**src/rtl/cordic_pkg.sv**
```systemverilog
// +--------------------------------------------------------------------------+
// | cordic_pkg : shared constants and helpers for the cosine stream wrapper  |
// | Revision   : 1.0                                                          |
// +--------------------------------------------------------------------------+
`default_nettype none

package cordic_pkg;

  localparam int DATA_W         = 32;
  localparam int CORDIC_LATENCY = 34;
  localparam int STAT_W         = 32;

  localparam logic [DATA_W-1:0] FP_ONE  = 32'h3F800000;
  localparam logic [DATA_W-1:0] FP_ZERO = 32'h00000000;

  function automatic logic [STAT_W-1:0] sat_inc(input logic [STAT_W-1:0] v);
    return (&v) ? v : v + STAT_W'(1);
  endfunction

endpackage

`default_nettype wire

```
**src/rtl/cordic_result_fifo.sv**
```systemverilog
// +--------------------------------------------------------------------------+
// | cordic_result_fifo : in-order result buffer, first-word fall-through     |
// | Revision           : 1.0                                                  |
// +--------------------------------------------------------------------------+
`default_nettype none

module cordic_result_fifo #(
  parameter int WIDTH = 32,
  parameter int DEPTH = 64
) (
  input  logic                     clk,
  input  logic                     reset_n,
  input  logic                     flush,
  input  logic                     push,
  input  logic [WIDTH-1:0]         wdata,
  input  logic                     pop,
  output logic [WIDTH-1:0]         rdata,
  output logic                     full,
  output logic                     empty,
  output logic [$clog2(DEPTH):0]   count
);

  localparam int PW = $clog2(DEPTH) + 1;
  localparam int IW = (DEPTH > 1) ? $clog2(DEPTH) : 1;

  logic [WIDTH-1:0] r_mem [0:(1<<IW)-1];
  logic [PW-1:0]    r_wr_ptr;
  logic [PW-1:0]    r_rd_ptr;
  logic [WIDTH-1:0] r_rdata;
  logic             w_pop_ok;
  logic [PW-1:0]    w_wr_next;
  logic [PW-1:0]    w_rd_next;

  assign count     = r_wr_ptr - r_rd_ptr;
  assign empty     = (r_wr_ptr == r_rd_ptr);
  assign full      = (count == PW'(DEPTH));
  assign rdata     = r_rdata;
  assign w_pop_ok  = pop & ~empty;
  assign w_wr_next = r_wr_ptr + PW'(push);
  assign w_rd_next = r_rd_ptr + PW'(w_pop_ok);

  // Head register tracks the entry that will sit at the read pointer after
  // this edge; a push landing on that slot bypasses the array.
  always_ff @(posedge clk or negedge reset_n) begin
    if (!reset_n) begin
      r_wr_ptr <= '0;
      r_rd_ptr <= '0;
      r_rdata  <= '0;
    end else if (flush) begin
      r_wr_ptr <= '0;
      r_rd_ptr <= '0;
      r_rdata  <= '0;
    end else begin
      assert (!(push && full && !w_pop_ok));
      r_wr_ptr <= w_wr_next;
      r_rd_ptr <= w_rd_next;
      if (w_wr_next == w_rd_next)
        r_rdata <= '0;
      else if (push && (r_wr_ptr == w_rd_next))
        r_rdata <= wdata;
      else
        r_rdata <= r_mem[w_rd_next[IW-1:0]];
    end
  end

  always_ff @(posedge clk) begin
    if (push && !flush)
      r_mem[r_wr_ptr[IW-1:0]] <= wdata;
  end

endmodule

`default_nettype wire

```
**src/rtl/cordic_stream_wrap.sv**
```systemverilog
// +--------------------------------------------------------------------------+
// | cordic_stream_wrap : valid/ready wrapper with tag pipeline and credits   |
// |                      for a fixed-latency cosine core.                     |
// | Option             : CORDIC_WRAP_STATS_EN adds saturating stat counters. |
// | Revision           : 1.0                                                  |
// +--------------------------------------------------------------------------+
`default_nettype none

module cordic_stream_wrap #(
  parameter int DATA_W     = cordic_pkg::DATA_W,
  parameter int LATENCY    = cordic_pkg::CORDIC_LATENCY,
  parameter int FIFO_DEPTH = 64
) (
  input  logic              clk,
  input  logic              reset_n,
  input  logic              flush,
  input  logic              in_valid,
  output logic              in_ready,
  input  logic [DATA_W-1:0] in_data,
  output logic [DATA_W-1:0] core_theta,
  input  logic [DATA_W-1:0] core_result,
  output logic              out_valid,
  input  logic              out_ready,
  output logic [DATA_W-1:0] out_data
`ifdef CORDIC_WRAP_STATS_EN
  ,
  output logic [cordic_pkg::STAT_W-1:0] stat_ops,
  output logic [cordic_pkg::STAT_W-1:0] stat_in_stall,
  output logic [cordic_pkg::STAT_W-1:0] stat_out_stall
`endif
);

  import cordic_pkg::*;

  localparam int CW = $clog2(FIFO_DEPTH) + 1;

  logic [LATENCY-1:0] r_tag;
  logic               r_tag_out;
  logic [CW-1:0]      r_outstanding;
  logic               w_acc;
  logic               w_pop;
  logic               w_empty;
  logic               w_full;
  logic [CW-1:0]      w_count;

  assign core_theta = in_data;
  assign in_ready   = (r_outstanding < CW'(FIFO_DEPTH)) & ~flush;
  assign w_acc      = in_valid & in_ready;
  assign out_valid  = ~w_empty;
  assign w_pop      = out_valid & out_ready & ~flush;

  // r_tag_out marks the cycle in which core_result holds a tagged op.
  always_ff @(posedge clk or negedge reset_n) begin
    if (!reset_n) begin
      r_tag         <= '0;
      r_tag_out     <= 1'b0;
      r_outstanding <= '0;
    end else if (flush) begin
      r_tag         <= '0;
      r_tag_out     <= 1'b0;
      r_outstanding <= '0;
    end else begin
      assert (r_outstanding <= CW'(FIFO_DEPTH));
      assert (r_outstanding >= w_count);
      assert (!(w_full && r_tag_out && !w_pop));
      r_tag     <= (r_tag << 1) | LATENCY'(w_acc);
      r_tag_out <= r_tag[LATENCY-1];
      case ({w_acc, w_pop})
        2'b10:   r_outstanding <= r_outstanding + CW'(1);
        2'b01:   r_outstanding <= r_outstanding - CW'(1);
        default: r_outstanding <= r_outstanding;
      endcase
    end
  end

  cordic_result_fifo #(
    .WIDTH (DATA_W),
    .DEPTH (FIFO_DEPTH)
  ) u_fifo (
    .clk     (clk),
    .reset_n (reset_n),
    .flush   (flush),
    .push    (r_tag_out),
    .wdata   (core_result),
    .pop     (w_pop),
    .rdata   (out_data),
    .full    (w_full),
    .empty   (w_empty),
    .count   (w_count)
  );

`ifdef CORDIC_WRAP_STATS_EN
  logic [STAT_W-1:0] r_stat_ops;
  logic [STAT_W-1:0] r_stat_in_stall;
  logic [STAT_W-1:0] r_stat_out_stall;

  always_ff @(posedge clk or negedge reset_n) begin
    if (!reset_n) begin
      r_stat_ops       <= '0;
      r_stat_in_stall  <= '0;
      r_stat_out_stall <= '0;
    end else if (flush) begin
      r_stat_ops       <= '0;
      r_stat_in_stall  <= '0;
      r_stat_out_stall <= '0;
    end else begin
      if (w_acc)                   r_stat_ops       <= sat_inc(r_stat_ops);
      if (in_valid && !in_ready)   r_stat_in_stall  <= sat_inc(r_stat_in_stall);
      if (out_valid && !out_ready) r_stat_out_stall <= sat_inc(r_stat_out_stall);
    end
  end

  assign stat_ops       = r_stat_ops;
  assign stat_in_stall  = r_stat_in_stall;
  assign stat_out_stall = r_stat_out_stall;
`endif

endmodule

`default_nettype wire

```
**config.mk**
```make
export PLATFORM = sky130hd
export DESIGN_NAME = cordic_stream_wrap
export DESIGN_NICKNAME = d
export VERILOG_FILES = /design/src/rtl/cordic_pkg.sv /design/src/rtl/cordic_result_fifo.sv /design/src/rtl/cordic_stream_wrap.sv
export SDC_FILE = /design/constraint.sdc
export NUM_CORES = 2
export LEC_CHECK = 0
export BUFFER_PORTS_ARGS = -buffer_cell sky130_fd_sc_hd__buf_2
export CAP_MARGIN = 20
export CORE_MARGIN = 2
export CORE_UTILIZATION = 45
export DETAILED_ROUTE_END_ITERATION = 7
export PLACE_DENSITY = 0.69
export RECOVER_POWER = 100
export SLEW_MARGIN = 20
export SYNTH_ARGS = -nofsm -noshare
export SYNTH_HDL_FRONTEND = slang
export SYNTH_SLANG_ARGS = --single-unit
```
**constraint.sdc**
```tcl
create_clock -name clk -period 11.65 [get_ports clk]
set_clock_uncertainty 0.05 [all_clocks]
set_input_delay 0.5825 -clock clk [delete_from_list [all_inputs] [get_ports clk]]
set_output_delay 0.5825 -clock clk [all_outputs]
set_load 0.005 [all_outputs]
```
==> impl_metrics.sql <==
INSERT INTO impl_metrics (metric_group, metric, value, unit) VALUES
('setup_path', 'path_buf_inv', '1', ''),
('setup_path', 'crit_family', 'adder cells', ''),
('final_layout', 'area_grow_syn2layout', '11.2', '%'),
('timing', 'rsz0062_at_grt', 'no', ''),
('clocking', 'maximum_root_to_sink_buffer_count', '3', ''),
('run_status', 'violations_in_the_final_reports', 'capacitance limit, slew limit', ''),
('place', 'io_buffer_count', '70', ''),
('power_and_ir_drop', 'power-per-cell-area', '160', 'mW/mm2'),
('place', 'detailedPlacementHpwl', '113', 'mm'),
('global_route', 'met1_track_utilization_from_global_routing', '0.323', ''),
('route', 'drt_drc_violations_left', '0', ''),
('place', 'globalplace.congestion', '0.811', ''),
('synth', 'flip_flop_cell_with_the_highest_count_after_synthesis', 'sky130_fd_sc_hd__edfxtp_1', ''),
('setup_path', 'timing.critical_path.arrival', '9.21', 'ns'),
('timing', 'fin_setup_tns', '0', 'ns'),
('power_and_ir_drop', 'vdd.ir_drop.worst', '0.135', 'mV'),
('setup_path', 'critical_path_depth', '12', ''),
('setup_path', 'endpoint_kind', 'flop', ''),
('timing', 'setup-violations-final', '0', ''),
('clocking', 'cts_setup_buffers', '0', ''),
('clocking', 'cts_inserted_buffers', '203', ''),
('clocking', 'clk-insertion-delay-late', '0.83', 'ns'),
('setup_path', 'critPathMaxStageDelay', '2.36', 'ns'),
('synth', 'synthesis.area_per_instance', '21.1', 'um2'),
('job', 'cap_violations', '109', ''),
('global_route', 'grt_start_max_net_pins', '132', ''),
('setup_path', 'worst_path_max_delay_cell', 'sky130_fd_sc_hd__ha_1', ''),
('synth', 'synthCells', '3943', ''),
('route', 'post_drt_wl_per_cell', '32.4', 'um'),
('route', 'dr_total_vias', '41800', ''),
('floorplanning', 'design.core.area', '0.183', 'mm2'),
('setup_path', 'worstSetupStartpointType', 'flop', ''),
('synth', 'yosysWarnings', '0', ''),
('setup_path', 'path_common_cell', 'sky130_fd_sc_hd__nor2_1', ''),
('power_and_ir_drop', 'static-leakage-power', '28.0', 'nW'),
('clocking', 'cts_repair_resize_count', '0', ''),
('timing', 'timing.final.crit_period', '8.56', 'ns'),
('floorplanning', 'dieArea', '0.188', 'mm2'),
('timing', 'timing.final.hold_violations', '0', ''),
('synth', 'area_share_of_the_largest_cell_type_after_synthesis', '0.739', ''),
('timing', 'final-max-slew-violation-count', '4494', ''),
('floorplanning', 'floorplan.initialDensity', '0.454', ''),
('final_layout', 'layout-drive-gt1-share', '0.220', ''),
('run_status', 'status', 'finished, violations left', ''),
('synth', 'yosysTopAreaCell', 'sky130_fd_sc_hd__edfxtp_1', ''),
('route', 'final_antenna_net_count', '0', ''),
('global_route', 'grt_antenna_before_repair', '10', ''),
('final_layout', 'post-route-util', '0.505', ''),
('synth', 'ys_seq_area_frac', '0.765', ''),
('floorplanning', 'rows', '157', ''),
('synth', 'synth_cell_types', '64', ''),
('route', 'drt_iter0_drcs', '5707', ''),
('global_route', 'grt_overflow', '0', ''),
('floorplanning', 'die_w', '434', 'um'),
('clocking', 'tritoncts', 'built', ''),
('final_layout', 'most-common-layout-cells', 'sky130_fd_sc_hd__edfxtp_1 (2,048), sky130_fd_sc_hd__mux4_2 (508), sky130_fd_sc_hd__clkbuf_16 (207), sky130_fd_sc_hd__clkbuf_1 (186), sky130_fd_sc_hd__nand2_1 (170)', ''),
('setup_path', 'crit_path_cell_trace', 'xor2_1 -> nor4_1 -> a41o_1 -> nor2_1 -> ha_1 -> clkbuf_1 -> xnor2_1 -> nand3_1 -> nor2_1 -> and3_1 -> nand2_1 -> o211a_1', ''),
('floorplanning', 'dieHeight', '434', 'um'),
('setup_path', 'cp_max_fo', '40', ''),
('setup_path', 'timing_worst_setup_path_type', 'reg2reg', ''),
('clocking', 'htree_num_levels', '4', ''),
('route', 'routed_wl', '218', 'mm'),
('setup_path', 'reg2regPathDepth', '12', ''),
('timing', 'final_cycle_utilization_of_the_critical_path', '0.735', ''),
('floorplanning', 'i_o_pins', '135', ''),
('global_route', 'grt_pass1_wl', '308', 'mm'),
('synth', 'synth.cell_area', '0.0833', 'mm2'),
('route', 'first_pass_iters', '6', ''),
('clocking', 'path_clk_slew', '0.06', 'ns'),
('global_route', 'first_global_vias', '41300', ''),
('global_route', 'global_route.usage.met3', '0.0484', '');
through the flow:
stage	hold slack [ns]	power, mW	instance area (um2)	std cells	setup slack [ns]
final	0.108	14.8	92600	6719	3.09
after global routing	0.0841	15.2	92600	6717	2.47
after CTS	0.0561	14.9	93100	6716	4.89
after detailed placement	0.399	8.73	86800	6340	4.88
after global placement	0.396	8.72	86800	6340	4.90
after floorplan	0.237	8.59	83300	3943	7.84
report_power, final:
| group | switching, mW | total (mW) | leakage (nW) | internal, mW |
|---|---|---|---|---|
| logic | 0.137 | 0.145 | 5.26 | 0.00791 |
| clock network | 2.77 | 6.25 | 3.09 | 3.48 |
| registers | 0.00133 | 8.43 | 19.6 | 8.43 |
| total | 2.91 | 14.8 | 28.0 | 11.9 |
Yosys cell counts (4+ instances only):
| cell | count |
|---|---|
| sky130_fd_sc_hd__buf_6 | 17 |
| sky130_fd_sc_hd__and3_1 | 4 |
| sky130_fd_sc_hd__o211a_1 | 25 |
| sky130_fd_sc_hd__a211o_1 | 4 |
| sky130_fd_sc_hd__mux4_2 | 508 |
| sky130_fd_sc_hd__nor2b_1 | 44 |
| sky130_fd_sc_hd__inv_1 | 5 |
| sky130_fd_sc_hd__o32ai_2 | 4 |
| sky130_fd_sc_hd__a211oi_1 | 5 |
| sky130_fd_sc_hd__or3_1 | 4 |
| sky130_fd_sc_hd__nand2_1 | 170 |
| sky130_fd_sc_hd__nand3_1 | 69 |
| sky130_fd_sc_hd__nand2b_1 | 4 |
| sky130_fd_sc_hd__a41oi_1 | 50 |
| sky130_fd_sc_hd__xor2_1 | 11 |
| sky130_fd_sc_hd__mux2_2 | 5 |
| sky130_fd_sc_hd__a21oi_1 | 11 |
| sky130_fd_sc_hd__buf_2 | 54 |
| sky130_fd_sc_hd__buf_1 | 16 |
| sky130_fd_sc_hd__xnor2_1 | 18 |
| sky130_fd_sc_hd__mux2i_1 | 117 |
| sky130_fd_sc_hd__o21a_1 | 6 |
| sky130_fd_sc_hd__o21ai_0 | 100 |
| sky130_fd_sc_hd__a311oi_1 | 4 |
| sky130_fd_sc_hd__nor2_1 | 190 |
| sky130_fd_sc_hd__clkbuf_1 | 84 |
| sky130_fd_sc_hd__buf_4 | 94 |
| sky130_fd_sc_hd__o21ai_1 | 14 |
| sky130_fd_sc_hd__o22ai_1 | 83 |
| sky130_fd_sc_hd__edfxtp_1 | 2048 |
| sky130_fd_sc_hd__and2_1 | 8 |
| sky130_fd_sc_hd__a21o_1 | 4 |
| sky130_fd_sc_hd__mux4_1 | 10 |
| sky130_fd_sc_hd__ha_1 | 9 |
| sky130_fd_sc_hd__dfrtp_1 | 88 |
| sky130_fd_sc_hd__nor3_1 | 9 |
flip-flops by register name, indices dropped and copies added (netlist names):
register,count
u_fifo.r_rd_ptr,7
u_fifo.r_wr_ptr,7
r_tag_out,1
r_tag,34
r_outstanding,7
u_fifo.rdata,32
u_fifo.r_mem,2048
metal layers:
metal / vias up / wire [um] / share of wire
met3: 369 / 23500 / 0.11
li1: 16600 / - / -
met2: 2559 / 104000 / 0.48
met5: - / 13 / 0.000060
met1: 22300 / 82700 / 0.38
met4: 2 / 7710 / 0.035
final cells by class:
| class | instances | area (um2) |
|---|---|---|
| inverter | 5 | 18.8 |
| antenna | 3 | 7.51 |
| fill | 14500 | 90800 |
| timing repair buffer | 199 | 1040 |
| tap | 2464 | 3080 |
| sequential | 2136 | 63700 |
| clock inverter | 109 | 762 |
| multi-input combinational | 1537 | 18500 |
| clock buffer | 266 | 5490 |
worst paths after layout:
path / startpoint / endpoint / slack (ns)
max in group asynchronous: reset_n / u_fifo.rdata[26] / 5.96
hold / removal: in_valid / r_tag[0] / 0.11
min in group asynchronous: reset_n / r_tag[9] / 1.12
setup / recovery: u_fifo.r_rd_ptr[2] / u_fifo.rdata[1] / 3.09
hold reg to reg: r_tag[0] / r_tag[1] / 0.41
setup reg to reg: u_fifo.r_rd_ptr[2] / u_fifo.rdata[1] / 3.09
cell families after synthesis:
family | count (synthesis) | share of synthesized area
flip-flops | 2136 | 0.765
multiplexers | 640 | 0.155
AND/OR/NAND/NOR | 520 | 0.0275
AO/OA/AOI/OAI | 334 | 0.0277
buffers and inverters | 270 | 0.0188
XOR/XNOR | 33 | 0.00404
adder cells (fa/ha/maj) | 10 | 0.00159
No activity file was read; power rests on OpenSTA's default activity.
